**src/rtl/fetch_ctrl.sv**
```systemverilog
// rtl/fetch_ctrl.sv - instruction fetch sequencer with a 2-entry {addr, data} queue
// Drives the PC block and instruction ROM; jump redirects flush the queue.
module fetch_ctrl (
    input  logic        i_clk,
    input  logic        i_reset,
    input  logic [15:0] i_pc_out,
    output logic        o_pc_inc,
    output logic        o_pc_load,
    output logic        o_pc_reset,
    output logic [15:0] o_pc_in,
    output logic        o_rom_req,
    output logic [15:0] o_rom_addr,
    input  logic        i_rom_ack,
    input  logic [15:0] i_rom_data,
    output logic [15:0] o_instr,
    output logic [15:0] o_instr_addr,
    output logic        o_instr_valid,
    input  logic        i_instr_ready,
    input  logic        i_jump,
    input  logic [15:0] i_jump_target
);

    typedef enum logic [1:0] {RST_PC, SETTLE, REQ, HOLD} state_t;

    state_t      r_state;
    state_t      w_state_nxt;

    logic        r_pc_inc;
    logic        r_pc_load;
    logic        r_pc_reset;
    logic [15:0] r_pc_in;
    logic        r_rom_req;
    logic [15:0] r_rom_addr;

    logic [15:0] r_q_addr [0:1];
    logic [15:0] r_q_data [0:1];
    logic [1:0]  r_count;
    logic        r_valid;

    logic        w_pc_inc;
    logic        w_pc_load;
    logic        w_pc_reset;
    logic [15:0] w_pc_in;
    logic        w_rom_req;
    logic [15:0] w_rom_addr;
    logic        w_push;
    logic        w_flush;
    logic        w_pop;
    logic [1:0]  w_cnt_after_pop;
    logic        w_room;
    logic        w_pulse_active;

    assign w_pop           = r_valid && i_instr_ready;
    assign w_cnt_after_pop = r_count - {1'b0, w_pop};
    assign w_room          = (w_cnt_after_pop < 2'd2);
    assign w_pulse_active  = r_pc_inc || r_pc_load || r_pc_reset;

    // SETTLE spans the PC-control pulse cycle plus one quiet cycle, so the
    // address captured on entry to REQ is the already-updated pc_out.
    always_comb begin
        w_state_nxt = r_state;
        w_pc_inc    = 1'b0;
        w_pc_load   = 1'b0;
        w_pc_reset  = 1'b0;
        w_pc_in     = r_pc_in;
        w_rom_req   = 1'b0;
        w_rom_addr  = r_rom_addr;
        w_push      = 1'b0;
        w_flush     = 1'b0;
        if (r_state == RST_PC) begin
            w_pc_reset  = 1'b1;
            w_state_nxt = SETTLE;
        end else if (i_jump) begin
            w_flush     = 1'b1;
            w_pc_load   = 1'b1;
            w_pc_in     = i_jump_target;
            w_state_nxt = SETTLE;
        end else begin
            case (r_state)
                SETTLE: begin
                    if (!w_pulse_active) begin
                        if (w_room) begin
                            w_rom_req   = 1'b1;
                            w_rom_addr  = i_pc_out;
                            w_state_nxt = REQ;
                        end else begin
                            w_state_nxt = HOLD;
                        end
                    end
                end
                REQ: begin
                    if (i_rom_ack) begin
                        w_push      = 1'b1;
                        w_pc_inc    = 1'b1;
                        w_state_nxt = SETTLE;
                    end else begin
                        w_rom_req = 1'b1;
                    end
                end
                HOLD: begin
                    if (w_room) begin
                        w_rom_req   = 1'b1;
                        w_rom_addr  = i_pc_out;
                        w_state_nxt = REQ;
                    end
                end
                default: w_state_nxt = RST_PC;
            endcase
        end
    end

    always_ff @(posedge i_clk or posedge i_reset) begin
        if (i_reset) begin
            r_state <= RST_PC;
        end else begin
            r_state <= w_state_nxt;
        end
    end

    always_ff @(posedge i_clk or posedge i_reset) begin
        if (i_reset) begin
            r_pc_inc   <= 1'b0;
            r_pc_load  <= 1'b0;
            r_pc_reset <= 1'b0;
            r_pc_in    <= 16'h0000;
            r_rom_req  <= 1'b0;
            r_rom_addr <= 16'h0000;
        end else begin
            r_pc_inc   <= w_pc_inc;
            r_pc_load  <= w_pc_load;
            r_pc_reset <= w_pc_reset;
            r_pc_in    <= w_pc_in;
            r_rom_req  <= w_rom_req;
            r_rom_addr <= w_rom_addr;
        end
    end

    // Entry 0 is always the head; a push can never meet count=2.
    always_ff @(posedge i_clk or posedge i_reset) begin
        if (i_reset) begin
            r_q_addr[0] <= 16'h0000;
            r_q_addr[1] <= 16'h0000;
            r_q_data[0] <= 16'h0000;
            r_q_data[1] <= 16'h0000;
            r_count     <= 2'd0;
            r_valid     <= 1'b0;
        end else if (w_flush) begin
            r_count <= 2'd0;
            r_valid <= 1'b0;
        end else begin
            case ({w_push, w_pop})
                2'b10: begin
                    r_q_addr[r_count[0]] <= i_pc_out;
                    r_q_data[r_count[0]] <= i_rom_data;
                    r_count              <= r_count + 2'd1;
                    r_valid              <= 1'b1;
                end
                2'b01: begin
                    r_q_addr[0] <= r_q_addr[1];
                    r_q_data[0] <= r_q_data[1];
                    r_count     <= r_count - 2'd1;
                    r_valid     <= (r_count == 2'd2);
                end
                2'b11: begin
                    if (r_count == 2'd1) begin
                        r_q_addr[0] <= i_pc_out;
                        r_q_data[0] <= i_rom_data;
                    end else begin
                        r_q_addr[0] <= r_q_addr[1];
                        r_q_data[0] <= r_q_data[1];
                        r_q_addr[1] <= i_pc_out;
                        r_q_data[1] <= i_rom_data;
                    end
                end
                default: ;
            endcase
        end
    end

    assign o_pc_inc      = r_pc_inc;
    assign o_pc_load     = r_pc_load;
    assign o_pc_reset    = r_pc_reset;
    assign o_pc_in       = r_pc_in;
    assign o_rom_req     = r_rom_req;
    assign o_rom_addr    = r_rom_addr;
    assign o_instr       = r_q_data[0];
    assign o_instr_addr  = r_q_addr[0];
    assign o_instr_valid = r_valid;

endmodule

```
**config.mk**
```make
export PLATFORM = sky130hd
export DESIGN_NAME = fetch_ctrl
export DESIGN_NICKNAME = d
export VERILOG_FILES = /design/src/rtl/fetch_ctrl.sv
export SDC_FILE = /design/constraint.sdc
export NUM_CORES = 1
export LEC_CHECK = 0
export CORE_MARGIN = 4
export CORE_UTILIZATION = 45
export CTS_BUF_LIST = sky130_fd_sc_hd__clkbuf_8 sky130_fd_sc_hd__clkbuf_16
export DETAILED_ROUTE_END_ITERATION = 10
export GPL_TIMING_DRIVEN = 0
export PLACE_DENSITY_LB_ADDON = 0.05
export REMOVE_ABC_BUFFERS = 1
export SLEW_MARGIN = 20
export SYNTH_ARGS = -nofsm -noshare
export SYNTH_HDL_FRONTEND = slang
export SYNTH_SLANG_ARGS = --single-unit
```
**constraint.sdc**
```tcl
create_clock -name i_clk -period 3.3 [get_ports i_clk]
set_clock_uncertainty 0.1 [all_clocks]
set_input_delay 0.33 -clock i_clk [delete_from_list [all_inputs] [get_ports i_clk]]
set_output_delay 0.33 -clock i_clk [all_outputs]
set_load 0.01 [all_outputs]
```
==> flow_summary.yaml <==
floorplan:
  pin_count: 122
  dieHeight_microns: 112
  placementRows: 37
  start_util: 0.466
  core_sq_mm: 0.0104
  dieArea_sq_mm: 0.0125
  die_w_microns: 112
logic_synthesis:
  synthDistinctLibCells: 37
  yosysMostFrequentCell: "dfrtp_1"
  yosysSeqAreaShare: 0.541
  yosysWarnings: 0
  synth_area_leader_cell: "dfrtp_1"
  syn_inst: 398
  avgSynthCellArea_sq_um: 12.2
  netlist_area_sq_mm: 0.00486
  synth-edff-count: 0
  ys_ff_latch: 105
  synth_top_cell_area_share: 0.541
  ys_top_cells_by_area: "dfrtp_1 (54%), mux2_4 (12%), buf_4 (5.7%), nand2_1 (4.4%), a221oi_1 (3.4%)"
  synth_commonest_cells: "dfrtp_1 (105), nand2_1 (57), mux2_4 (40), buf_4 (37), inv_1 (25)"
  async_flop_share: 1.00
  synthFlopType: "dfrtp_1"
drt:
  drc: 0
  drtIter0Drc: 164
  wl_per_cell_microns: 17.0
  first_pass_iters: 4
  antenna_left: 0
  drt_wl_total_microns: 10600
  num_vias: 3180
  viasPerCell: 5.12
global_routing:
  grt_first_pass_wirelength_microns: 17500
  grt_pass1_vias: 3303
  grt_overflow: 0
  antenna_found_initial: 0
  grt_max_degree: 57
  grt_use_total: 0.175
final_layout:
  layout.nets: 535
  drive_above_1_share: 0.138
  nFillCells: 865
  syn2layout_area_growth_pct: 26.2
  final_util: 0.589
  fin_area_sq_mm: 0.00613
  num_antenna_cells: 0
placement:
  place_hpwl_microns: 6710
  gp_congestion: 0.744
  postPlaceCellArea_sq_mm: 0.00594
  portBuffers: 121
  dp_worst_setup_slack_ns: 0.205
critical_path:
  worst_ep_required_time_ns: 3.47
  cp-startpoint: "r_state[0]$_DFFE_PP0P_"
  cp_max_fo: 32
  crit_path_start_kind: "register"
  r2r_start: "r_state[0]$_DFFE_PP0P_"
  cp.arrival_ns: 2.85
  critical_path_class: "register to register"
  crit_path_end_kind: "register"
cts:
  cts_tree: "built"
  cts_resized: 0
  clock_sinks: 105
  clock_path_buffers: 2
  root_buffer: "clkbuf_8"
  cts_buffers: 9
  clk_latency_ns: 0.38
  post_cts_buffers: 0
  cts_max_level: 3
  path_clk_slew_ns: 0.09
  holdBufCountCts: 0
timing:
  max_freq_mhz: 373
  min_period_over_period: 0.813
  fin_ws_ns: 0.617
  rsz0062_at_grt: "no"
  setup_tns_ns: 0
  slew_viol_final: 0
  setup_violations: 0
  slew_headroom: 0.263
  hold_violations: 0
  worstMarginPinSlew_ns: 1.10
  fin_crit_ns: 2.68
power_and_ir_drop:
  power_density_mw_per_mm2: 720
  peakVddDrop_mv: 0.426
  finalPower_w: 0.00442
  p_leak_nw: 3.00
status:
  status: "completed"
flow_run:
  maxCapViolCount: 0
hold_path:
  hp-class: "input pin to asynchronous set/reset pin"
[area by class of cell]
class                      count  area, sq um  share of cell area
multi-input combinational    213         1740               0.284
clock inverter                 6         51.3             0.00836
timing repair buffer         124         1290               0.211
clock buffer                  10          138              0.0224
sequential                   105         2630               0.428
tap                          136          170              0.0277
inverter                      27          111              0.0182
[power by group]
part           internal [W]  total [W]  leakage, nW  switching, W
sequential          0.00168    0.00191         1.31      0.000228
combinational       0.00101    0.00171         1.58      0.000701
clock              0.000362   0.000799        0.110      0.000437
total               0.00305    0.00442         3.00       0.00137
[registers in the layout, indices dropped and copies added, names as in the netlist]
| name | flops |
|---|---|
| o_pc_load | 1 |
| r_q_data | 16 |
| o_instr_addr | 16 |
| r_count | 2 |
| r_q_addr | 16 |
| o_pc_reset | 1 |
| o_instr | 16 |
| o_rom_addr | 16 |
| r_state | 2 |
| o_instr_valid | 1 |
| o_pc_in | 16 |
| o_rom_req | 1 |
| o_pc_inc | 1 |
[cell usage in the layout, fill, tap and decap left out, types with 3 or more instances in the layout]
cell and n:
clkdlybuf4s50_1 121, mux2i_1 11, o21ai_1 13, dfrtp_1 105, buf_16 3, mux2_4 40
inv_1 27, nand2_1 57, o21ai_0 4, a221oi_1 19, nor2_1 5, a22oi_1 11
clkbuf_8 10, a21oi_1 22, mux2_1 8
[through the flow]
stage          instances  hold slack (ns)
6_report             621            0.269
5_1_grt              621            0.321
4_1_cts              621            0.282
3_5_place_dp         605            0.361
3_3_place_gp         602            0.359
2_1_floorplan        345            0.293
[routing by layer]
layer	wire length (microns)	global-route usage	share of wire
met2	4950	0.273	0.47
met5	0	0	0
met4	104	0.0438	0.0099
met3	746	0.0717	0.071
met1	4760	0.228	0.45
[worst paths after layout]
kind,to,slack (ns),depth (start not counted)
setup / recovery,r_q_addr[3]$_DFFE_PP0P_,0.62,4
hold / removal,o_instr[4]$_DFFE_PP0P_,0.27,2
setup reg to reg,r_q_addr[3]$_DFFE_PP0P_,0.62,4
hold reg to reg,o_pc_in[3]$_DFFE_PP0P_,0.38,2
max in group asynchronous,r_q_addr[8]$_DFFE_PP0P_,2.21,3
min in group i_clk,o_pc_in[14]$_DFFE_PP0P_,0.37,3
[logic make-up (layout without fill, tap and decap cells)]
family,count (synthesis),after routing,share of synthesized area
XOR/XNOR,2,2,0.00361
flip-flops,105,105,0.541
AND/OR/NAND/NOR,69,69,0.0626
adder cells (fa/ha/maj),2,2,0.00515
AO/OA/AOI/OAI,80,80,0.118
buffers and inverters,80,167,0.101
multiplexers,60,60,0.169
[critical path, cell delays in order (launching register included)]
cell and delay (ns):
dfrtp_1 0.47, nand4bb_1 0.63, inv_6 0.28, nand3_4 0.55, mux2_1 0.53
No activity file was read; power rests on OpenSTA's default activity.
